[config.mk]
export PLATFORM = sky130hd
export DESIGN_NAME = jaa_bytecode_fetch
export DESIGN_NICKNAME = d
export VERILOG_FILES = /design/src/rtl/jaa_pkg.sv /design/src/rtl/jaa_bytecode_fetch_opcode_length.sv /design/src/rtl/jaa_bytecode_fetch.sv
export SDC_FILE = /design/constraint.sdc
export NUM_CORES = 1
export LEC_CHECK = 0
export BUFFER_PORTS_ARGS = -buffer_cell sky130_fd_sc_hd__buf_2
export CAP_MARGIN = 20
export CORE_ASPECT_RATIO = 1.2
export CORE_MARGIN = 2
export CORE_UTILIZATION = 55
export CTS_CLUSTER_DIAMETER = 120
export DETAILED_ROUTE_END_ITERATION = 6
export HOLD_SLACK_MARGIN = 0.12
export PLACE_DENSITY = 0.82
export SYNTH_ARGS = -nofsm -noshare
export SYNTH_HDL_FRONTEND = slang
export SYNTH_SLANG_ARGS = --single-unit
[constraint.sdc]
create_clock -name clk -period 3.7 [get_ports clk]
set_input_delay 0.925 -clock clk [delete_from_list [all_inputs] [get_ports clk]]
set_output_delay 0.925 -clock clk [all_outputs]
set_load 0.02 [all_outputs]
[src/rtl/jaa_pkg.sv]
// Shared definitions for the bytecode fetch stage and the downstream translator:
// opcode constants, fetch FSM state encoding and packet field widths.
package jaa_pkg;

    localparam int OPCODE_W   = 8;
    localparam int OPERAND_W  = 16;
    localparam int NUM_OPND_W = 2;

    localparam logic [7:0] ICONST_0 = 8'h03;
    localparam logic [7:0] ICONST_5 = 8'h08;
    localparam logic [7:0] BIPUSH   = 8'h10;
    localparam logic [7:0] SIPUSH   = 8'h11;
    localparam logic [7:0] ILOAD    = 8'h15;
    localparam logic [7:0] ILOAD_0  = 8'h1A;
    localparam logic [7:0] ILOAD_3  = 8'h1D;
    localparam logic [7:0] ISTORE   = 8'h36;
    localparam logic [7:0] ISTORE_0 = 8'h3B;
    localparam logic [7:0] ISTORE_3 = 8'h3E;
    localparam logic [7:0] DUP      = 8'h59;
    localparam logic [7:0] DUP_X1   = 8'h5A;
    localparam logic [7:0] DUP_X2   = 8'h5B;
    localparam logic [7:0] DUP2     = 8'h5C;
    localparam logic [7:0] DUP2_X1  = 8'h5D;
    localparam logic [7:0] DUP2_X2  = 8'h5E;
    localparam logic [7:0] SWAP     = 8'h5F;
    localparam logic [7:0] IADD     = 8'h60;

    typedef enum logic [2:0] {
        ST_IDLE,
        ST_RD_OP,
        ST_WAIT_OP,
        ST_RD_OPND,
        ST_WAIT_OPND,
        ST_PRESENT,
        ST_DONE
    } fetch_state_t;

endpackage

[src/rtl/jaa_bytecode_fetch_opcode_length.sv]
// Operand-count lookup for the supported Java opcode subset; unknown opcodes
// report zero operands and raise unsupported.
module jaa_opcode_length
    import jaa_pkg::*;
(
    input  logic [OPCODE_W-1:0]   opcode,
    output logic [NUM_OPND_W-1:0] num_operands,
    output logic                  unsupported
);

    always_comb begin
        num_operands = 2'd0;
        unsupported  = 1'b0;
        if (opcode inside {[ICONST_0:ICONST_5], [ILOAD_0:ILOAD_3],
                           [ISTORE_0:ISTORE_3], [DUP:SWAP], IADD}) begin
            num_operands = 2'd0;
        end else if (opcode inside {BIPUSH, ILOAD, ISTORE}) begin
            num_operands = 2'd1;
        end else if (opcode == SIPUSH) begin
            num_operands = 2'd2;
        end else begin
            unsupported = 1'b1;
        end
    end

endmodule

[src/rtl/jaa_bytecode_fetch.sv]
// Fetches bytecode bytes from a 1-cycle synchronous memory and emits one
// opcode+operand packet per instruction over a valid/ready handshake.
module jaa_bytecode_fetch
    import jaa_pkg::*;
#(
    parameter int ADDR_WIDTH = 10
) (
    input  logic                  clk,
    input  logic                  reset,
    input  logic                  start,
    input  logic [ADDR_WIDTH:0]   code_len,
    output logic                  mem_rd_en,
    output logic [ADDR_WIDTH-1:0] mem_addr,
    input  logic [7:0]            mem_rdata,
    output logic                  out_valid,
    input  logic                  out_ready,
    output logic [OPCODE_W-1:0]   out_opcode,
    output logic [OPERAND_W-1:0]  out_operand,
    output logic [NUM_OPND_W-1:0] out_num_operands,
    output logic [ADDR_WIDTH-1:0] out_pc,
    output logic                  out_unsupported,
    output logic                  done,
    output logic                  truncated
);

    localparam int PC_W = ADDR_WIDTH + 1;

    fetch_state_t          state, state_next;
    logic [PC_W-1:0]       pc, len, pc_inc;
    logic                  last_byte;
    logic [NUM_OPND_W-1:0] rem;
    logic [NUM_OPND_W-1:0] lut_num;
    logic                  lut_unsup;

    // Looked up directly on the returning byte so WAIT_OP can branch on it.
    jaa_opcode_length u_opcode_length (
        .opcode       (mem_rdata),
        .num_operands (lut_num),
        .unsupported  (lut_unsup)
    );

    assign pc_inc    = pc + PC_W'(1);
    assign last_byte = (pc_inc >= len);
    assign mem_addr  = pc[ADDR_WIDTH-1:0];

    always_ff @(posedge clk) begin
        if (reset) state <= ST_IDLE;
        else       state <= state_next;
    end

    always_comb begin
        state_next = state;
        mem_rd_en  = 1'b0;
        out_valid  = 1'b0;
        case (state)
            ST_IDLE, ST_DONE: begin
                if (start) state_next = (code_len == '0) ? ST_DONE : ST_RD_OP;
            end
            ST_RD_OP: begin
                mem_rd_en  = 1'b1;
                state_next = ST_WAIT_OP;
            end
            ST_WAIT_OP: begin
                if (lut_num == 2'd0) state_next = ST_PRESENT;
                else if (last_byte)  state_next = ST_DONE;
                else                 state_next = ST_RD_OPND;
            end
            ST_RD_OPND: begin
                mem_rd_en  = 1'b1;
                state_next = ST_WAIT_OPND;
            end
            ST_WAIT_OPND: begin
                if (rem == 2'd1)    state_next = ST_PRESENT;
                else if (last_byte) state_next = ST_DONE;
                else                state_next = ST_RD_OPND;
            end
            ST_PRESENT: begin
                out_valid = 1'b1;
                if (out_ready) state_next = (pc == len) ? ST_DONE : ST_RD_OP;
            end
            default: state_next = ST_IDLE;
        endcase
    end

    always_ff @(posedge clk) begin
        if (reset) begin
            pc               <= '0;
            len              <= '0;
            rem              <= '0;
            out_opcode       <= '0;
            out_operand      <= '0;
            out_num_operands <= '0;
            out_pc           <= '0;
            out_unsupported  <= 1'b0;
            done             <= 1'b0;
            truncated        <= 1'b0;
        end else begin
            case (state)
                ST_IDLE, ST_DONE: begin
                    if (start) begin
                        len       <= code_len;
                        pc        <= '0;
                        done      <= (code_len == '0);
                        truncated <= 1'b0;
                    end
                end
                ST_WAIT_OP: begin
                    out_opcode       <= mem_rdata;
                    out_pc           <= pc[ADDR_WIDTH-1:0];
                    out_operand      <= '0;
                    out_num_operands <= lut_num;
                    out_unsupported  <= lut_unsup;
                    rem              <= lut_num;
                    pc               <= pc_inc;
                    if (lut_num != 2'd0 && last_byte) begin
                        truncated <= 1'b1;
                        done      <= 1'b1;
                    end
                end
                ST_WAIT_OPND: begin
                    out_operand <= {out_operand[7:0], mem_rdata};
                    rem         <= rem - 2'd1;
                    pc          <= pc_inc;
                    if (rem != 2'd1 && last_byte) begin
                        truncated <= 1'b1;
                        done      <= 1'b1;
                    end
                end
                ST_PRESENT: begin
                    if (out_ready && pc == len) done <= 1'b1;
                end
                default: ;
            endcase
        end
    end

endmodule
* Yosys cells after proc, flatten, opt, wreduce, memory -nomap -nowiden
Cells that the tools add are included.
Operators by class: $add $sub $neg 2, order comparisons 9, equality and inequality tests 19, muxes and demuxes 27, reductions and logical operators 25
Operators with widths (number):
- 16-bit case mux with 2 select lines | 1
- 8-bit by 5-bit equality test with 1-bit output, second input constant | 3
- 11-bit case mux with 2 select lines | 1
- 3-bit two-way mux | 7
- 3-bit case mux with 6 select lines | 1
- 11-bit by 1-bit adder with 11-bit output, second input constant | 1
- 11-bit equality test | 1
- 11-bit greater-or-equal comparator | 1
- 11-bit logical NOT | 1
- 11-bit two-way mux | 1
- 1-bit two-way mux | 10
- 2-bit != test, second input constant | 5
- 3-bit equality test, second input constant | 3
- 8-bit by 6-bit equality test with 1-bit output, second input constant | 1
- 8-bit by 7-bit equality test with 1-bit output, second input constant | 1
- 8-bit by 2-bit greater-or-equal comparator with 1-bit output, second input constant | 1
- 8-bit by 5-bit greater-or-equal comparator with 1-bit output, second input constant | 1
- 8-bit by 6-bit greater-or-equal comparator with 1-bit output, second input constant | 1
- 8-bit by 7-bit greater-or-equal comparator with 1-bit output, second input constant | 1
- 8-bit by 4-bit <= comparator with 1-bit output, second input constant | 1
- 8-bit by 5-bit <= comparator with 1-bit output, second input constant | 1
- 8-bit by 6-bit <= comparator with 1-bit output, second input constant | 1
- 8-bit by 7-bit <= comparator with 1-bit output, second input constant | 1
- 1-bit logical AND | 7
- other kinds (19) | 29
Word-level totals: bits in registers 66, bits of input ports 23, output and inout bits 51, word-level logic and storage cells 93

* Logic depth before layout (Yosys ltp)
depth in word-level cells 8, mapped depth 12, mapped depth without buffers 12

* By module
From an unflattened synthesis, not the netlist that was laid out.
Unflattened totals: cell total of the unflattened synthesis 446, area, all modules 3631.0 µm²
By module, submodules not included:
- jaa_bytecode_fetch | instances 1, cells an instance 414, area each 3384.5 µm², seq. area each 1321.3 µm²
- jaa_opcode_length | instances 1, cells an instance 32, area each 246.5 µm², seq. area each 0.0 µm²

* Least setup slack after synthesis
No wires, ideal clock.
kind reg-to-reg, start point register pc[0], end point register state[0], setup time 60 ps, data arrival time 2855 ps, required time 3640 ps, slack 785 ps, cell stages (with the launch flop) 13, path buffers 0, period minus slack after synthesis 2915 ps, cells stage by stage dfxtp_1 -> ha_1 -> nand3_1 -> nor3_2 -> and3_1 -> xor2_1 -> ha_1 -> a2111oi_0 -> o21ai_1 -> a21oi_2 -> nand2_1 -> o21ai_0 -> o221a_1
Between the ends: word-level cells in the longest chain between the ends 5, elaborated cells on any way between the ends 9, classes of those cells add/sub: 1; order compare: 1; eq/ne: 1; mux: 6
RTL lines:
- from (decl) | RTL line jaa_bytecode_fetch.sv:29 | logic [PC_W-1:0] pc, len, pc_inc;
- from (signal assigned) | RTL line jaa_bytecode_fetch.sv:114 | pc <= pc_inc;
- from (signal assigned) | RTL line jaa_bytecode_fetch.sv:123 | pc <= pc_inc;
- 11-bit by 1-bit adder with 11-bit output | RTL line jaa_bytecode_fetch.sv:42 | assign pc_inc = pc + PC_W'(1);
- 11-bit greater-or-equal comparator | RTL line jaa_bytecode_fetch.sv:43 | assign last_byte = (pc_inc >= len);
- 3-bit two-way mux | RTL line jaa_bytecode_fetch.sv:65, jaa_bytecode_fetch.sv:74
- 3-bit two-way mux, on equally long branches | RTL line jaa_bytecode_fetch.sv:73, jaa_bytecode_fetch.sv:64
- 3-bit case mux with 6 select lines (*) | RTL line jaa_bytecode_fetch.sv:55 | case (state)
- to (signal assigned) | RTL line jaa_bytecode_fetch.sv:48 | else state <= state_next;
- to (decl) | RTL line jaa_bytecode_fetch.sv:28 | fetch_state_t state, state_next;
Mark *: on every way between the ends. The rest lies on a longest branch, timed or not. The select of a mux whose other input is x is not followed. A chain may end at the register's enable or synchronous reset.

* Worst setup path after layout
Same ends and word-level chain as after synthesis.

==> flow_summary.json <==
{
  "synth-xor-area-share_pct": 4.82,
  "dp.cells": 572,
  "synth_enable_flop_cells": 0,
  "gr-total-overflow": 0,
  "ctsHtreeMaxLevel": 3,
  "largest_family_of_logic_cells_by_synthesized_area": "simple AND/OR/NAND/NOR gates",
  "ant_nets": 0,
  "power.share.clock_pct": 24.2,
  "post_synth_instance_area_um2": 3640,
  "top_cells_by_area_synth": "dfxtp_1 (36%), nor2_1 (6.3%), a21oi_1 (5.8%)",
  "worst_pin_slew_ns": 0.717,
  "fillCellCount": 579,
  "detailroute.via_count": 3332,
  "asyncSetResetFlopFracSynth_pct": 0,
  "initial_utilization_pct": 56.8,
  "critical_path.max_fanout": 8,
  "timing.critical_path.to_type": "register",
  "cts.clk_slew.worst_paths_ns": 0.07,
  "outcome": "completed",
  "clk_latency_ns": 0.34,
  "drtIter0Drc": 161,
  "ys_top_cells_by_count": "dfxtp_1 (66), nor2_1 (61), nand2_1 (55)",
  "finalWirelength_um": 8680,
  "seq_cell_area_um2": 1320,
  "ys.flop_type": "dfxtp_1",
  "synth-adder-area-share_pct": 4.82,
  "fin_worst_hold_slack_ns": 0.454,
  "muxShareOfSynthArea_pct": 3.30,
  "ys_warn_count": 0,
  "port_buffer_count": 73,
  "routabilityCongestion": 0.872,
  "max_cap_viol_count": 0,
  "power.sequential.fraction_pct": 40.3,
  "pwr_density_cell_nw_per_um2": 545,
  "final_nets": 535,
  "critPathKind": "register to register",
  "layout_worst_path_cycle_share_pct": 92.5,
  "synth.top_cell.area_share_pct": 36.3,
  "via_per_inst": 5.67,
  "grt_use_total_pct": 24.1,
  "clock_tree_from_tritoncts": "yes",
  "area_occupied_by_multi_input_gates_um2": 2000,
  "irDropWorstVdd_v": 0.000326,
  "ys_seq_elements": 66,
  "tritoncts_num_sinks": 66,
  "worst_ep_arrival_time_ns": 3.70,
  "syn-mean-instance-area_um2": 7.99,
  "critPathLaunchType": "register",
  "fin_cells": 588,
  "switching_share_pct": 39.2,
  "numCtsBuffers": 9,
  "timing.final.setup_violations": 0,
  "synth_simple_gate_area_share_pct": 21.9,
  "dp.final_hpwl_um": 6220,
  "synth_compound_gate_area_share_pct": 20.1,
  "placeableCoreArea_um2": 6410,
  "sequential_area_share_after_synthesis_pct": 36.3,
  "worst_slew_margin_rel_pct": 52.2,
  "final-max-slew-violation-count": 0,
  "synth_cell_types": 60,
  "worst_clock_skew_ns": 0.00750,
  "drt-wirelength-per-cell_um": 14.8,
  "antenna_found_initial": 0,
  "most_common_cell_in_the_netlist": "dfxtp_1",
  "internal-power_mw": 1.35,
  "critPathRequiredTime_ns": 3.98,
  "floorplan.io_pins": 74,
  "die_height_um": 93.1,
  "final_period_minus_worst_setup_slack_ns": 3.42,
  "drive_gt1_share_pct": 20.3,
  "postCtsSetupRepairBufs": 0,
  "die_area_um2": 7280,
  "hold_fails_final_rpt": 0,
  "floorplan.die.width_um": 78.2,
  "max_freq_mhz": 292,
  "synth_top_area_cell": "dfxtp_1",
  "tns_ns": 0,
  "n_antenna_cell": 0,
  "clk_root_buffer_cell": "clkbuf_8",
  "leakagePower_nw": 1.79,
  "grt_first_pass_wirelength_um": 14100,
  "cts-root-to-sink-buffers": 2,
  "syn-instance-count": 455,
  "floorplan.rows": 32,
  "power_switching_mw": 0.868,
  "drc": 0,
  "largest_net_degree_at_the_start_of_global_routing": 40,
  "unrepaired_setup_endpoints_after_global_routing": "false",
  "synth_fp_nets": 492,
  "firstDrtPassIters": 4,
  "power_frac_comb_pct": 35.5,
  "holdCritPathClass": "register to register",
  "syn_to_final_growth_pct": 11.7,
  "grt_pass1_vias": 3111
}
## power by group through the flow
stage	clock, mW	combinational (mW)	sequential (mW)
final	0.535	0.787	0.892
after global routing	0.566	0.877	0.904
after CTS	0.542	0.782	0.891
after detailed placement	0	0.777	0.906
after global placement	0	0.760	0.904
after floorplan	0	0.640	0.878
## sequential cells by signal, indices dropped and copies added, names as in the netlist
name,count
out_opcode,8
truncated,1
out_operand,16
state,3
rem,2
out_pc,10
out_unsupported,1
pc,11
out_num_operands,2
done,1
len,11
## worst max-delay path, cell delays in order (launching register included)
cell,delay [ns]
dfxtp_1,0.47
ha_1,0.28
nand3_1,0.20
nor3_2,0.34
and3_1,0.25
xor2_1,0.17
ha_1,0.28
a2111oi_1,0.42
o21ai_1,0.14
a21oi_2,0.19
nand2_1,0.14
o21ai_0,0.26
o221a_1,0.23
## stage by stage
step           cell area (µm²)  worst slack (ns)  util (%)  total power [mW]
2_1_floorplan             3640             0.785         -              1.52
3_3_place_gp              3890             0.564      60.7              1.66
3_5_place_dp              3890             0.360      60.7              1.68
4_1_cts                   4060             0.291      63.4              2.22
5_1_grt                   4060            0.0346      63.4              2.35
6_report                  4060             0.276      63.4              2.21
## final timing paths
check,cells after the start,slack [ns],endpoint,startpoint
max,12,0.28,state[0],pc[0]
min reg2reg,2,0.45,out_opcode[3],out_opcode[3]
min,2,0.45,out_opcode[3],out_opcode[3]
max reg2reg,12,0.28,state[0],pc[0]
## routing by layer
metal	up-vias	wire length [µm]	global-route usage, %
met4	0	150	11.0
met5	-	0	0
met2	104	4400	42.2
met1	1554	3680	28.1
met3	14	446	5.21
li1	1660	-	-
## cell families (layout without fill, tap and decap cells)
| family | after synthesis | after routing |
|---|---|---|
| AO/OA/AOI/OAI | 112 | 112 |
| XOR/XNOR | 20 | 20 |
| adder cells (fa/ha/maj) | 14 | 14 |
| buffers and inverters | 61 | 109 |
| flip-flops | 66 | 66 |
| multiplexers | 12 | 12 |
| AND/OR/NAND/NOR | 170 | 170 |
## placed cells by master, fill, tap and decap left out, types with 3 or more instances in the layout
| cell | instances |
|---|---|
| nor3_1 | 9 |
| o31ai_1 | 3 |
| clkinvlp_4 | 3 |
| nor2_1 | 61 |
| inv_1 | 15 |
| buf_2 | 73 |
| dfxtp_1 | 66 |
| xor2_1 | 16 |
| a22oi_1 | 23 |
| clkbuf_8 | 10 |
| nand2b_1 | 3 |
| a31oi_1 | 3 |
| o21ai_0 | 14 |
| mux2i_1 | 12 |
| buf_4 | 5 |
| xnor2_1 | 4 |
| ha_1 | 14 |
| nand3_1 | 7 |
| or3_1 | 3 |
| nor4_1 | 7 |
| a21oi_1 | 42 |
| nor2b_1 | 4 |
| and3_1 | 5 |
| nand2_1 | 55 |
## cell type report
| cell class | instances | area share [%] |
|---|---|---|
| repair buffers | 78 | 9.91 |
| inverters | 15 | 1.39 |
| multi-input cells | 328 | 49.3 |
| flip-flops and latches | 66 | 32.5 |
| well taps | 85 | 2.62 |
| clock inverters | 4 | 0.677 |
| clock buffers | 12 | 3.57 |
## repair_timing
action | CTS | global route
gates resized for setup | 0 | 1
hold endpoints to repair | 0 | 0
endpoints found under the setup margin | 0 | 2
hold buffers | 0 | 0
No activity file was read; power rests on OpenSTA's default activity.
